===== src/rtl/frame_draw_scheduler.sv =====
// Single owner of the box drawer: each refresh period it clears the background once,
// then forwards every object's latest box in fixed index order.
module frame_draw_scheduler #(
    parameter int          NUM_OBJ            = 3,
    parameter logic [8:0]  SCREEN_WIDTH       = 9'd320,
    parameter logic [8:0]  SCREEN_HEIGHT      = 9'd240,
    parameter logic [2:0]  BG_COLOR           = 3'd0,
    parameter logic [31:0] REFRESH_RATE_COUNT = 32'd833332
) (
    input  logic                 clock,
    input  logic                 reset_n,
    input  logic [NUM_OBJ-1:0]   obj_valid,
    output logic [NUM_OBJ-1:0]   obj_ready,
    input  logic [9*NUM_OBJ-1:0] obj_x,
    input  logic [9*NUM_OBJ-1:0] obj_y,
    input  logic [9*NUM_OBJ-1:0] obj_w,
    input  logic [9*NUM_OBJ-1:0] obj_h,
    input  logic [3*NUM_OBJ-1:0] obj_color,
    input  logic                 m_ready,
    output logic                 m_valid,
    output logic [8:0]           out_box_x,
    output logic [8:0]           out_box_y,
    output logic [8:0]           out_box_w,
    output logic [8:0]           out_box_h,
    output logic [2:0]           out_box_color,
    output logic                 frame_done
);

    localparam int IDX_W = (NUM_OBJ > 1) ? $clog2(NUM_OBJ) : 1;
    localparam logic [IDX_W-1:0] LAST_IDX = IDX_W'(NUM_OBJ - 1);

    typedef enum logic [1:0] {S_DRAW_BG, S_DRAW_OBJ, S_WAIT_REFRESH} state_t;

    state_t             state, next_state;
    logic [IDX_W-1:0]   idx;
    logic [31:0]        refresh_cnt;
    logic               armed;
    logic [8:0]         sh_x [NUM_OBJ];
    logic [8:0]         sh_y [NUM_OBJ];
    logic [8:0]         sh_w [NUM_OBJ];
    logic [8:0]         sh_h [NUM_OBJ];
    logic [2:0]         sh_color [NUM_OBJ];
    logic [NUM_OBJ-1:0] seen;
    logic               drawable;
    logic               slot_done;
    logic               entering_bg;

    // Zero-sized boxes are never forwarded: the drawer would never finish them.
    assign drawable    = seen[idx] && (sh_w[idx] != 9'd0) && (sh_h[idx] != 9'd0);
    assign slot_done   = (state == S_DRAW_OBJ) && (!drawable || m_ready);
    assign entering_bg = (next_state == S_DRAW_BG) && (state != S_DRAW_BG);

    always_ff @(posedge clock) begin
        if (!reset_n) state <= S_DRAW_BG;
        else          state <= next_state;
    end

    always_comb begin
        next_state = state;
        case (state)
            S_DRAW_BG:      if (armed && m_ready) next_state = S_DRAW_OBJ;
            S_DRAW_OBJ:     if (slot_done && idx == LAST_IDX) next_state = S_WAIT_REFRESH;
            S_WAIT_REFRESH: if (refresh_cnt == REFRESH_RATE_COUNT) next_state = S_DRAW_BG;
            default:        next_state = S_DRAW_BG;
        endcase
    end

    always_comb begin
        m_valid       = 1'b0;
        out_box_x     = 9'd0;
        out_box_y     = 9'd0;
        out_box_w     = 9'd1;
        out_box_h     = 9'd1;
        out_box_color = 3'd0;
        obj_ready     = '0;
        case (state)
            S_DRAW_BG: begin
                if (armed) begin
                    m_valid       = 1'b1;
                    out_box_w     = SCREEN_WIDTH;
                    out_box_h     = SCREEN_HEIGHT;
                    out_box_color = BG_COLOR;
                end
            end
            S_DRAW_OBJ: begin
                if (drawable) begin
                    m_valid       = 1'b1;
                    out_box_x     = sh_x[idx];
                    out_box_y     = sh_y[idx];
                    out_box_w     = sh_w[idx];
                    out_box_h     = sh_h[idx];
                    out_box_color = sh_color[idx];
                end
            end
            S_WAIT_REFRESH: obj_ready = '1;
            default: ;
        endcase
    end

    // armed keeps m_valid low for the first cycle after reset, so a reset mid-command drops it at once.
    always_ff @(posedge clock) begin
        if (!reset_n) begin
            armed       <= 1'b0;
            idx         <= '0;
            refresh_cnt <= 32'd0;
            frame_done  <= 1'b0;
        end else begin
            armed      <= 1'b1;
            frame_done <= slot_done && (idx == LAST_IDX);
            if (state == S_DRAW_BG)
                idx <= '0;
            else if (slot_done && idx != LAST_IDX)
                idx <= idx + IDX_W'(1);
            if (!armed || entering_bg)
                refresh_cnt <= 32'd0;
            else if (refresh_cnt != REFRESH_RATE_COUNT)
                refresh_cnt <= refresh_cnt + 32'd1;
        end
    end

    always_ff @(posedge clock) begin
        for (int i = 0; i < NUM_OBJ; i++) begin
            if (!reset_n) begin
                sh_x[i]     <= 9'd0;
                sh_y[i]     <= 9'd0;
                sh_w[i]     <= 9'd0;
                sh_h[i]     <= 9'd0;
                sh_color[i] <= 3'd0;
                seen[i]     <= 1'b0;
            end else if (obj_valid[i] && obj_ready[i]) begin
                sh_x[i]     <= obj_x[9*i +: 9];
                sh_y[i]     <= obj_y[9*i +: 9];
                sh_w[i]     <= obj_w[9*i +: 9];
                sh_h[i]     <= obj_h[9*i +: 9];
                sh_color[i] <= obj_color[3*i +: 3];
                seen[i]     <= 1'b1;
            end
        end
    end

endmodule


===== config.mk =====
export PLATFORM = sky130hd
export DESIGN_NAME = frame_draw_scheduler
export DESIGN_NICKNAME = d
export VERILOG_FILES = /design/src/rtl/frame_draw_scheduler.sv
export SDC_FILE = /design/constraint.sdc
export NUM_CORES = 1
export LEC_CHECK = 0
export BUFFER_PORTS_ARGS = -buffer_cell sky130_fd_sc_hd__buf_2
export CAP_MARGIN = 20
export CELL_PAD_IN_SITES_DETAIL_PLACEMENT = 0
export CELL_PAD_IN_SITES_GLOBAL_PLACEMENT = 2
export CORE_MARGIN = 2
export CORE_UTILIZATION = 35
export DETAILED_ROUTE_END_ITERATION = 12
export PLACE_DENSITY_LB_ADDON = 0.1
export SLEW_MARGIN = 20
export SYNTH_ARGS = -nofsm -noshare
export SYNTH_HDL_FRONTEND = slang
export SYNTH_SLANG_ARGS = --single-unit

===== constraint.sdc =====
create_clock -name clock -period 2.58 [get_ports clock]
set_input_delay 0 -clock clock [delete_from_list [all_inputs] [get_ports clock]]
set_output_delay 0 -clock clock [all_outputs]
set_load 0.005 [all_outputs]

=== After elaboration in Yosys (flattened, before gate mapping) ===
Memory sizes are Yosys's and may differ from the RTL's. A register that Yosys moved wholly into a read port is not among the register bits.
Cells that the tools add are included.

* $add $sub $neg: 2
* Multipliers: 0
* Div/mod/pow operators: 0
* Order comparisons: 1
* Eq/ne operators: 6
* Shift-type cells: 0
* Mux-type cells: 58
* Bitwise logic cells: 16
* Reductions and logical operators: 21

{| class="wikitable"
|+ Operators with widths
! kind !! count
|-
| 9-bit two-way mux || 19
|-
| 9-bit case mux with 2 select lines || 2
|-
| 32-bit by 1-bit adder with 32-bit output, second input constant || 1
|-
| 32-bit by 20-bit equality test with 1-bit output, second input constant || 1
|-
| 32-bit by 20-bit inequality test with 1-bit output, second input constant || 1
|-
| 2-bit two-way mux || 13
|-
| 3-bit two-way mux || 6
|-
| 9-bit nonzero test || 2
|-
| 1-bit bitwise OR || 15
|-
| 1-bit two-way mux || 14
|-
| 1-bit logical AND || 10
|-
| 8-bit two-way mux || 1
|-
| 2-bit case mux with 3 select lines || 1
|-
| 2-bit equality test, second input constant || 2
|-
| 2-bit logical NOT || 2
|-
| 2-bit OR reduction || 2
|-
| 2-bit by 3-bit less-than comparator with 1-bit output, second input constant || 1
|-
| 2-bit by 1-bit adder with 2-bit output, second input constant || 1
|-
| 1-bit binary-select mux with 2-bit select || 1
|-
| 2-bit by 1-bit equality test with 1-bit output, second input constant || 1
|-
| 1-bit logical NOT || 2
|-
| 1-bit logical OR || 2
|-
| 2-bit inequality test, second input constant || 1
|-
| 1-bit case mux with 2 select lines || 1
|-
| 2 further kinds || 2
|}

* Bits in registers: 41
* Bits in latches: 0
* RAM bits: 117
* ROM bits: 0
* Output and inout port bits: 44
* Word-level logic and storage cells: 117
* Memories: 5

{| class="wikitable"
|+ Memories
! memory !! depth !! width !! read ports !! clocked after Yosys merged registers in !! write ports !! RTL line !! source
|-
| sh_h || 3 || 9 || 1 || 1 || 3 || 41 || <nowiki>logic [8:0] sh_h [NUM_OBJ];</nowiki>
|-
| sh_w || 3 || 9 || 1 || 1 || 3 || 40 || <nowiki>logic [8:0] sh_w [NUM_OBJ];</nowiki>
|-
| sh_x || 3 || 9 || 1 || 1 || 3 || 38 || <nowiki>logic [8:0] sh_x [NUM_OBJ];</nowiki>
|-
| sh_y || 3 || 9 || 1 || 1 || 3 || 39 || <nowiki>logic [8:0] sh_y [NUM_OBJ];</nowiki>
|-
| sh_color || 3 || 3 || 1 || 1 || 3 || 42 || <nowiki>logic [2:0] sh_color [NUM_OBJ];</nowiki>
|}

=== Logic depth before layout (Yosys ltp) ===
Gate-level depths: netlist of the first run.

* Depth after elaboration: 14
* Depth in mapped cells: 10
* Depth with buffers taken out: 8

=== Least setup slack after synthesis of the first run ===
No wires, ideal clock.

* Path type: register -> register
* Start: reg refresh_cnt[27]
* End: reg refresh_cnt[22]
* Data arrival time: 2.038 ns
* Data required time: 2.465 ns
* Slack: 0.426 ns
* Stages on the path, launching flop included: 8
* Period minus slack after synthesis: 2.154 ns
* Cell sequence: dfxtp_1 or4_1 or4_4 nor3_4 o21ai_2 nand3_2 buf_6 nor2_1

* Word-level cells in the longest chain between the ends: 7
* Elaborated cells between the ends (all ways): 8
* Classes of those cells: eq/ne: 2; mux: 2; reduce/logical: 4

{| class="wikitable"
|+ RTL lines
! what !! RTL line !! source
|-
| start: declaration || 36 || <nowiki>logic [31:0] refresh_cnt;</nowiki>
|-
| start signal: assignment || 117 || <nowiki>refresh_cnt <= refresh_cnt + 32'd1;</nowiki>
|-
| 32-bit by 20-bit equality test with 1-bit output || 63 || <nowiki>S_WAIT_REFRESH: if (refresh_cnt == REFRESH_RATE_COUNT) next_state = S_DRAW_BG;</nowiki>
|-
| 2-bit two-way mux || 63 ||
|-
| 2-bit case mux with 3 select lines || 60 || <nowiki>case (state)</nowiki>
|-
| 2-bit logical NOT || 51 || <nowiki>assign entering_bg = (next_state == S_DRAW_BG) && (state != S_DRAW_BG);</nowiki>
|-
| 1-bit logical AND || 51 ||
|-
| 1-bit logical OR || 114 || <nowiki>if (!armed || entering_bg)</nowiki>
|-
| 2-bit OR reduction (no line) || n/a ||
|}

Parallel ways exist; a longest one is shown, timed or not.
A chain may end at the register's enable or synchronous reset.

==> summary by stage, run 1 <==
Critical path
Counting stages on the worst path, the most repeated cell is buf_12. Setup slack on the worst reg-to-reg path comes out at 320 ps. The delay of the slowest cell on the worst path is 390 ps. The critical setup path kind is register to primary output.

The endpoint kind of the worst setup timing path is a primary output. The signal arrival time at the worst endpoint is 2470 ps. The biggest fanout along the worst timing path is 16. STA classifies the critical path startpoint as a register.

The data required time of the worst path is 2580 ps. The signal on the critical path passes through buf_12 > mux2_2 > mux2i_1 > nand4_1 > o21ai_1 > or2_4 > buf_12 > buf_12 > nor2_1 > buf_2. The worst-path cell with the longest stage delay is dfxtp_4. Measured in cells, the most critical reg-to-reg path has a length of 8.

Pwr
The sequential fraction of design power is 0.463. The total design power is 0.00614 W. Internal power comes to 0.00489 W. The combinational group share of total power is 0.073. In this run the power spent charging and discharging nets is 0.00125 W.

The fraction of power spent switching nets is 0.203. For this design the static power due to leakage is 4.36 nW. Power spread over the standard cell area amounts to 574 nW/um2. The largest vdd supply drop is 426 uV. The share of total power dissipated in the clock network is 0.464.

Logic synthesis
The proportion of synthesized chip area in sequential cells is 0.592. The per-instance average area after synthesis is 11.3 um2. The mapped netlist covers 7390 um2. The synthesized instance count is 653. Yosys printed 0 warnings. The synthesized design contains 160 register bits. The number of nets in the synthesized netlist is 779. The number of distinct standard cells referenced by the synthesized netlist is 43.

Clock network
In this run the clock root is driven by a clkbuf_16. The TritonCTS clock tree is built. Counting the buffers created by CTS gives 17.

Clock-pin slew was measured on the worst setup and hold paths at 60 ps. The clock reaches the later pin of the worst-skew pair after 430 ps. The H-tree was split into 4 levels. Counting along the longest clock path gives a buffer depth of 2. The clock sink count is 160.

Routing
The starting DRC count in detailed routing is 255. The remaining routing DRC violations is 0. After detailed routing, the average wire length per cell comes to 16.5 um. For this run, the detailed router's first-pass iteration total came to 4. The detailed router placed 5769 vias in this run.

For this block, the routed nets add up to 20.4 mm of wire. The post-detailed-route count of antenna-violating nets is 0. Dividing the detail-routed via count by the number of cells gives 4.66.

Final layout
The finished layout holds 1239 standard cells, fillers aside. In the final layout, the share of cells above drive strength 1 is 0.277. With fillers left out, the area of the finished cells amounts to 10700 um2.

The final layout contains 1077 nets. The layout-stage area growth over the synthesis result is 44.8%. The antenna diode count is 0.

Timing
Counting I/O delays and the setup requirement, the final critical path takes 2470 ps. The worst relative slew slack is 0.646. The hold violation count in the final report is 0.

Setup violations remaining at the end of the flow were counted as 0. The number of pins with negative max-slew slack in the final report came to 0. The period utilization is 0.956. The timing-limited maximum frequency is 405 MHz. For the final database, setup skew stands at 6.75 ps. For the pin with the worst max-slew slack, the measured transition is 529 ps.

GRT
Summed over all layers, the global routing overflow is 0. The global-route total usage across every layer is 0.184. The first global-routing pass estimated 31.0 mm of wire. The maximum number of pins on one net before global-route repair is 41.

The initial antenna violation count is 0. The number of global-route vias before repair is 6018.

Placement
During placement, the flow inserted port buffers numbering 166. Once detailed placement completed, the half-perimeter wirelength came to 13.4 mm. The weighted congestion reported at the end of routability-driven placement is 0.758. The cell area after placement is 8610 um2. The number of placed instances, taps included, is 1075.

Worst hold path
The tightest min-delay check is of the primary input to register type. The startpoint identified for the worst hold timing path is obj_valid[0]. The path with the worst hold slack has its endpoint at sh_w[0][4].

The number of stages on the worst hold path is 3.

Die
The vertical extent of the die is 149 um. The die is 149 um wide. The initial utilization of the core area, before any placement, comes to 0.354. After floorplanning, the core was divided into 53 placement rows.

The core region is 20900 um2. The die covers 22300 um2. The number of top-level pins is 167.

Flow run
The max-cap violation count is 0.

Run status
The flow ran to the end, and the final reports show no timing, DRC or antenna violations.
==> power groups by stage <==
stage	logic, W	registers, W	clock network (W)
after CTS	0.000440	0.00284	0.00290
final	0.000448	0.00285	0.00285
after floorplan	0.000130	0.00289	0
after detailed placement	0.000295	0.00290	0
after global placement	0.000295	0.00290	0
after global routing	0.000490	0.00285	0.00299
==> through the flow <==
stage,utilization,hold WS (ps),TNS [ps],setup WS (ps)
after floorplan,-,27.7,0,426
after global placement,0.412,278,0,283
after detailed placement,0.412,278,0,218
after CTS,0.504,28.8,0,9.82
after global routing,0.512,56.8,-5.30,-5.30
final,0.512,30.8,0,113
==> registers in the layout (all words and copies together), names as in the netlist, named ones only <==
register and cells:
state 2, frame_done 1, idx 2, seen 3
sh_y 27, sh_h 27, armed 1, sh_color 9
sh_x 27, refresh_cnt 32, sh_w 27
==> critical path: cells and delay by family, from the launching register on <==
family | cells | cell delay [ps]
muxes | 2 | 520
and+or+nand+nor | 3 | 440
buffers and inverters | 4 | 510
DFF | 1 | 390
AOI/OAI and AO/OA | 1 | 170
==> area by class of cell <==
type,instances,area (um2)
clock buffer,17,425
clock inverter,15,240
fill,1930,10200
inverter,12,45.0
multi-input combinational,442,2850
sequential,160,4380
tap,275,344
timing repair buffer,318,2410
==> what timing repair did <==
action / CTS / global route
hold buffers: 119 / 0
cloned: 0 / 2
endpoints found under the hold margin: 122 / 0
setup endpoints to repair: 36 / 40
resized for setup: 5 / 21
pin swaps: 1 / 7
buffers inserted: 5 / 6
==> cells by family (layout without fill, tap and decap cells) <==
group	Yosys count	count (layout)	synth area share
simple gates	300	300	0.215
flops	160	160	0.592
mux	57	57	0.0799
compound gates	51	51	0.0401
buf+inv	51	362	0.0317
xor+xnor	31	31	0.0367
fa+ha+maj	3	3	0.00508
==> synthesized netlist by cell type <==
master | instances | area (um2)
mux2_2 | 16 | 180
nor4_1 | 4 | 25.0
or4_4 | 1 | 11.3
nor3_1 | 4 | 20.0
a211oi_1 | 1 | 7.51
o21ai_0 | 10 | 50.1
a311oi_1 | 1 | 8.76
dfxtp_1 | 43 | 861
and3_1 | 7 | 43.8
nor4b_1 | 4 | 35.0
a211o_1 | 2 | 17.5
or4_1 | 2 | 15.0
mux2i_1 | 41 | 410
clkbuf_1 | 22 | 82.6
edfxtp_1 | 117 | 3510
nand3_1 | 10 | 50.1
xnor2_1 | 17 | 149
o22ai_1 | 1 | 6.26
nand4b_1 | 1 | 8.76
a21oi_1 | 27 | 135
and4_1 | 2 | 17.5
a21o_1 | 3 | 22.5
nor3_4 | 1 | 16.3
and2_1 | 119 | 744
o21bai_1 | 1 | 7.51
or2_2 | 2 | 12.5
buf_1 | 2 | 7.51
o21ai_2 | 1 | 8.76
nor2_1 | 105 | 394
nand4_1 | 12 | 75.1
ha_1 | 3 | 37.5
o21a_1 | 2 | 15.0
nand3_2 | 1 | 10.0
nand2_1 | 20 | 75.1
o211a_1 | 1 | 10.0
nor2b_1 | 4 | 25.0
nand2b_1 | 1 | 6.26
xor2_1 | 14 | 123
inv_1 | 12 | 45.0
buf_6 | 3 | 33.8
o211ai_1 | 1 | 7.51
buf_4 | 2 | 15.0
buf_2 | 10 | 50.1
==> cell usage in the layout (no fill, tap or decap), drive strengths merged, types with 5 or more instances in the layout <==
cell         instances
xor2                14
nor2               105
xnor2               17
edfxtp             117
nand3               11
inv                 13
and3                 7
mux2                16
nand4               12
nor3                 5
and2               119
o21ai               11
dlygate4sd3        119
mux2i               41
clkbuf              19
a21oi               27
clkinv               6
nand2               20
buf                197
dfxtp               43
bufinv               6
==> metal layers <==
| layer | vias to the layer above | track usage | wire length (um) |
|---|---|---|---|
| met2 | 152 | 0.320 | 9980 |
| met4 | 0 | 0.0576 | 272 |
| li1 | 2846 | - | - |
| met5 | - | 0 | 0 |
| met3 | 22 | 0.0309 | 822 |
| met1 | 2749 | 0.235 | 9340 |
==> worst max-delay path by stage <==
| stage | endpoint | slack [ps] | cells after the start |
|---|---|---|---|
| after floorplan | refresh_cnt[22] | 430 | 7 |
| after global placement | idx[0] | 280 | 8 |
| after detailed placement | register | 220 | 8 |
| after CTS | out_box_h[7] | 10 | 9 |
| after global routing | out_box_h[0] | -5 | 9 |
| final | out_box_h[2] | 110 | 10 |
(Power assumes the default switching activity.)
==> run 2, diff against run 1 <==
--- a/config.mk
+++ b/config.mk
@@ -5,12 +5,13 @@
 export SDC_FILE = /design/constraint.sdc
 export NUM_CORES = 1
 export LEC_CHECK = 0
+export ABC_AREA = 1
 export BUFFER_PORTS_ARGS = -buffer_cell sky130_fd_sc_hd__buf_2
 export CAP_MARGIN = 20
 export CELL_PAD_IN_SITES_DETAIL_PLACEMENT = 0
 export CELL_PAD_IN_SITES_GLOBAL_PLACEMENT = 2
 export CORE_MARGIN = 2
-export CORE_UTILIZATION = 35
+export CORE_UTILIZATION = 33
 export DETAILED_ROUTE_END_ITERATION = 12
 export PLACE_DENSITY_LB_ADDON = 0.1
 export SLEW_MARGIN = 20
==> run 2 against run 1 <==
Final cell count increased by 22%. Flip-flop and latch count unchanged. Hold slack improved by 41 ps. Highest routed layer unchanged. Core utilization decreased by 4.3 points. Synthesized cell count increased by 36%. Total power decreased by 6.7%. Maximum frequency increased by 0.24%. Critical endpoint is now out_box_y[0]. Via count increased by 15%. Clock skew increased by 2.5 ps. Setup slack improved by 5.9 ps. Critical path type unchanged. Area after synthesis increased by 7.4%.
==> summary by stage, run 2 <==
Run status
The flow ran to the end, and the final reports show no timing, DRC or antenna violations.

Worst hold path
The tightest min-delay check is of the primary input to register type. The worst hold path passes through 4 cells. The critical hold path startpoint is obj_valid[0]. The path with the worst hold slack has its endpoint at seen[0].

Routing
The remaining routing DRC violations is 0. Using the TritonRoute via totals, the vias-per-cell ratio works out to 4.39. Wires add up to 23.1 mm. The post-detailed-route count of antenna-violating nets is 0. The routed wire length per instance is 15.3 um. In this run, the number of DRC markers left after iteration 0 of detailed routing was 345. The total vias in the final route is 6633. The first detailed-routing pass ran for 4 iterations.

Logic synthesis
The post-synthesis instance area is 7940 um2. In the synthesized netlist, the cells that appear most often are nor2_1 (186), inv_1 (170), nand2_1 (125). By area the synthesized netlist is led by edfxtp_1 (44%), dfxtp_1 (11%), nor2_1 (8.8%), inv_1 (8.0%), nand2_1 (5.9%).

In the synthesized netlist the async set-or-reset flop fraction comes to 0. A synthesized cell averages 8.94 um2. After technology mapping, the gate count stands at 888.

The fraction of post-synthesis cell area in the top cell type by area is 0.443. The proportion of synthesized chip area in sequential cells is 0.551. The leading area contributor after synthesis is edfxtp_1. The number of nets in the synthesized netlist is 1014. The number of warnings printed during yosys synthesis is 0. The total of flip-flops plus latches after synthesis is 160. Among all cell types in the netlist, the one instantiated most often is nor2_1.

After synthesis, the netlist uses 36 different library cells. The most used flip-flop cell after synthesis is edfxtp_1. Yosys mapped a number of flops with a built-in enable equal to 117.

Critical path
On the critical path, the stage with the largest delay is an instance of dfxtp_4. The internal reg-to-reg setup slack is 460 ps. The setup path with the least slack is of type register to primary output. The element type at the critical path start is a register. The endpoint identified for the worst register-to-register timing path is refresh_cnt[5]. The worst setup path is captured at a primary output. The biggest fanout along the worst timing path is 23. The depth of the most critical reg-to-reg path is 11.

Data on the critical path arrives at its endpoint at 2460 ps. The number of buffer and inverter instances along the worst setup path is 3. The most repeated library cell on the critical path is a21oi_1. STA puts the critical path data required time at 2580 ps. The largest delay contributor family on the critical path is buffers and inverters. The signal on the critical path passes through buf_6 > a21oi_1 > a21oi_1 > nor2_1 > nand3_2 > nand4_4 > buf_12 > a211oi_1 > buf_2. The delay of the slowest cell on the worst path is 420 ps.

Final layout
The number of nets at the end of the flow is 1304. Of the cells placed in the final design, the portion with a size suffix greater than 1 is 0.234. The number of filler cells placed in the layout is 2379.

Measured on the finished design, the core utilization comes to 0.469. The largest register by flop count is refresh_cnt. The most common library cell in the layout ignoring fill and taps is nor2_1. The top cell types in the final layout, fill and taps aside, are nor2_1 (184), inv_1 (170), buf_2 (166).

The number of flip-flops under the largest register name is 32. The layout-stage area growth over the synthesis result is 39.2%. The number of standard cells in the final layout excluding fillers is 1510.

Placement
The weighted congestion reported at the end of routability-driven placement is 0.798. The number of cells after detailed placement is 1357. The worst slack at placement is 415 ps.

Buffers placed on the I/O ports in this run total 166. Detailed placement ended at an HPWL of 15.9 mm.

Clock network
The maximum clock insertion buffer count is 2. The clock sink count is 160. The number of H-tree levels is 4.

TritonCTS built the clock tree. The TritonCTS buffer count is 17. The later pin in the worst-skew pair is clocked with a latency of 430 ps. Clock-pin slew was measured on the worst setup and hold paths at 60 ps. CTS placed an instance of clkbuf_16 at the clock tree root. The buffer count from post-CTS setup fixing is 0.

Timing
The hold violation count in the final report was 0. The final critical-path required period is 2460 ps. The worst setup margin is 119 ps. The slew at the pin closest to its max-slew limit is 719 ps.

The final setup violation count is 0. The period utilization is 0.954. The number of pins with negative max-slew slack in the final report is 0. The timing-limited maximum frequency is 406 MHz. In this run the tightest slew margin relative to its limit is 0.521. On the final layout, the worst clock skew is 9.24 ps.

GRT
The total congestion overflow is 0. The first global-routing pass estimated 35.9 mm of wire. Across every metal layer, demand over resource in global routing totals 0.182. The initial antenna violation count was 1. The number of global-route vias before repair came to 6802. The maximum number of pins on one net before global-route repair is 42.

Pwr
VDD sags by at most 292 uV. The leakage power total is 4.97 nW. The power density over the cells is 519 nW/um2.

Die
The region available for standard cell placement spans 23500 um2. The starting density of the core is 0.337. The number of cell rows is 56.

The horizontal die dimension is 159 um. The die covers 25300 um2. The vertical extent of the die is 159 um. The number of top-level pins is 167.

Flow run
The max-cap violation count is 0.
[run 2: cell types whose count changed after synthesis, sizes merged, moves of 7 or more]
cell,delta
mux2i,-41
and3,-7
mux2,-16
and2,-119
inv,+160
xnor2,-11
nor2,+113
nand2,+106
or2,+7
nand3,+23
xor2,+10
a211oi,+20
[run 2: kinds of logic (layout without fill, tap and decap cells)]
kind of cell,count (synthesis),after routing,share of synthesized area
AO/OA/AOI/OAI,69,69,0.0506
XOR/XNOR,30,30,0.0331
adder cells (fa/ha/maj),3,3,0.00473
buffers and inverters,210,512,0.110
flip-flops,160,160,0.551
other,0,1,0
AND/OR/NAND/NOR,416,416,0.250
[run 2: metal layers]
metal	global-route usage	share of wire
met1	0.236	0.46
met2	0.312	0.49
met3	0.0331	0.038
met4	0.0525	0.015
met5	0	0
[run 2: layout make-up]
type	instances	area (um2)	area share
flip-flops and latches	160	4380	0.396
multi-input cells	518	2730	0.247
repair buffers	308	2310	0.209
inverters	172	661	0.0598
clock buffers	17	425	0.0385
well taps	319	399	0.0361
clock inverters	14	133	0.0120
repair inverters	1	8.76	0.000793
diodes	1	2.50	0.000227
[run 2: worst max path at each step]
stage / start / endpoint / slack [ps] / depth (start not counted)
2_1_floorplan: state[1] / sh_color[0][0] / 460 / 4
3_3_place_gp: register / out_box_w[6] / 450 / 12
3_5_place_dp: register / refresh_cnt[5] / 420 / 13
4_1_cts: register / out_box_y[0] / 20 / 9
5_1_grt: register / out_box_y[0] / -20 / 9
6_report: register / out_box_y[0] / 120 / 9
[run 2: repair_timing]
| action | 4_1_cts | 5_1_grt |
|---|---|---|
| resized for setup | 3 | 12 |
| setup endpoints to repair | 4 | 21 |
| hold buffers | 119 | 0 |
| gates cloned | 0 | 2 |
| endpoints found under the hold margin | 122 | 0 |
[run 2: power by group]
part	total, W	internal (W)	switching (W)
clock network	0.00242	0.00134	0.00108
registers	0.00284	0.00281	0.0000229
logic	0.000472	0.000251	0.000221
[run 2: stage by stage]
stage	hold WS (ps)	instance area (um2)	TNS [ps]	total power [W]
after floorplan	27.7	7940	0	0.00304
after global placement	300	9220	0	0.00323
after detailed placement	293	9220	0	0.00323
after CTS	64.0	11000	0	0.00581
after global routing	101	11000	-19.4	0.00594
final	71.5	11000	0	0.00573
[run 2: worst reg2reg max path, delay by kind of cell, from the launching register on]
| kind | cells | cell delay [ps] |
|---|---|---|
| flops | 1 | 420 |
| compound gates | 2 | 310 |
| buf+inv | 2 | 460 |
| simple gates | 7 | 810 |
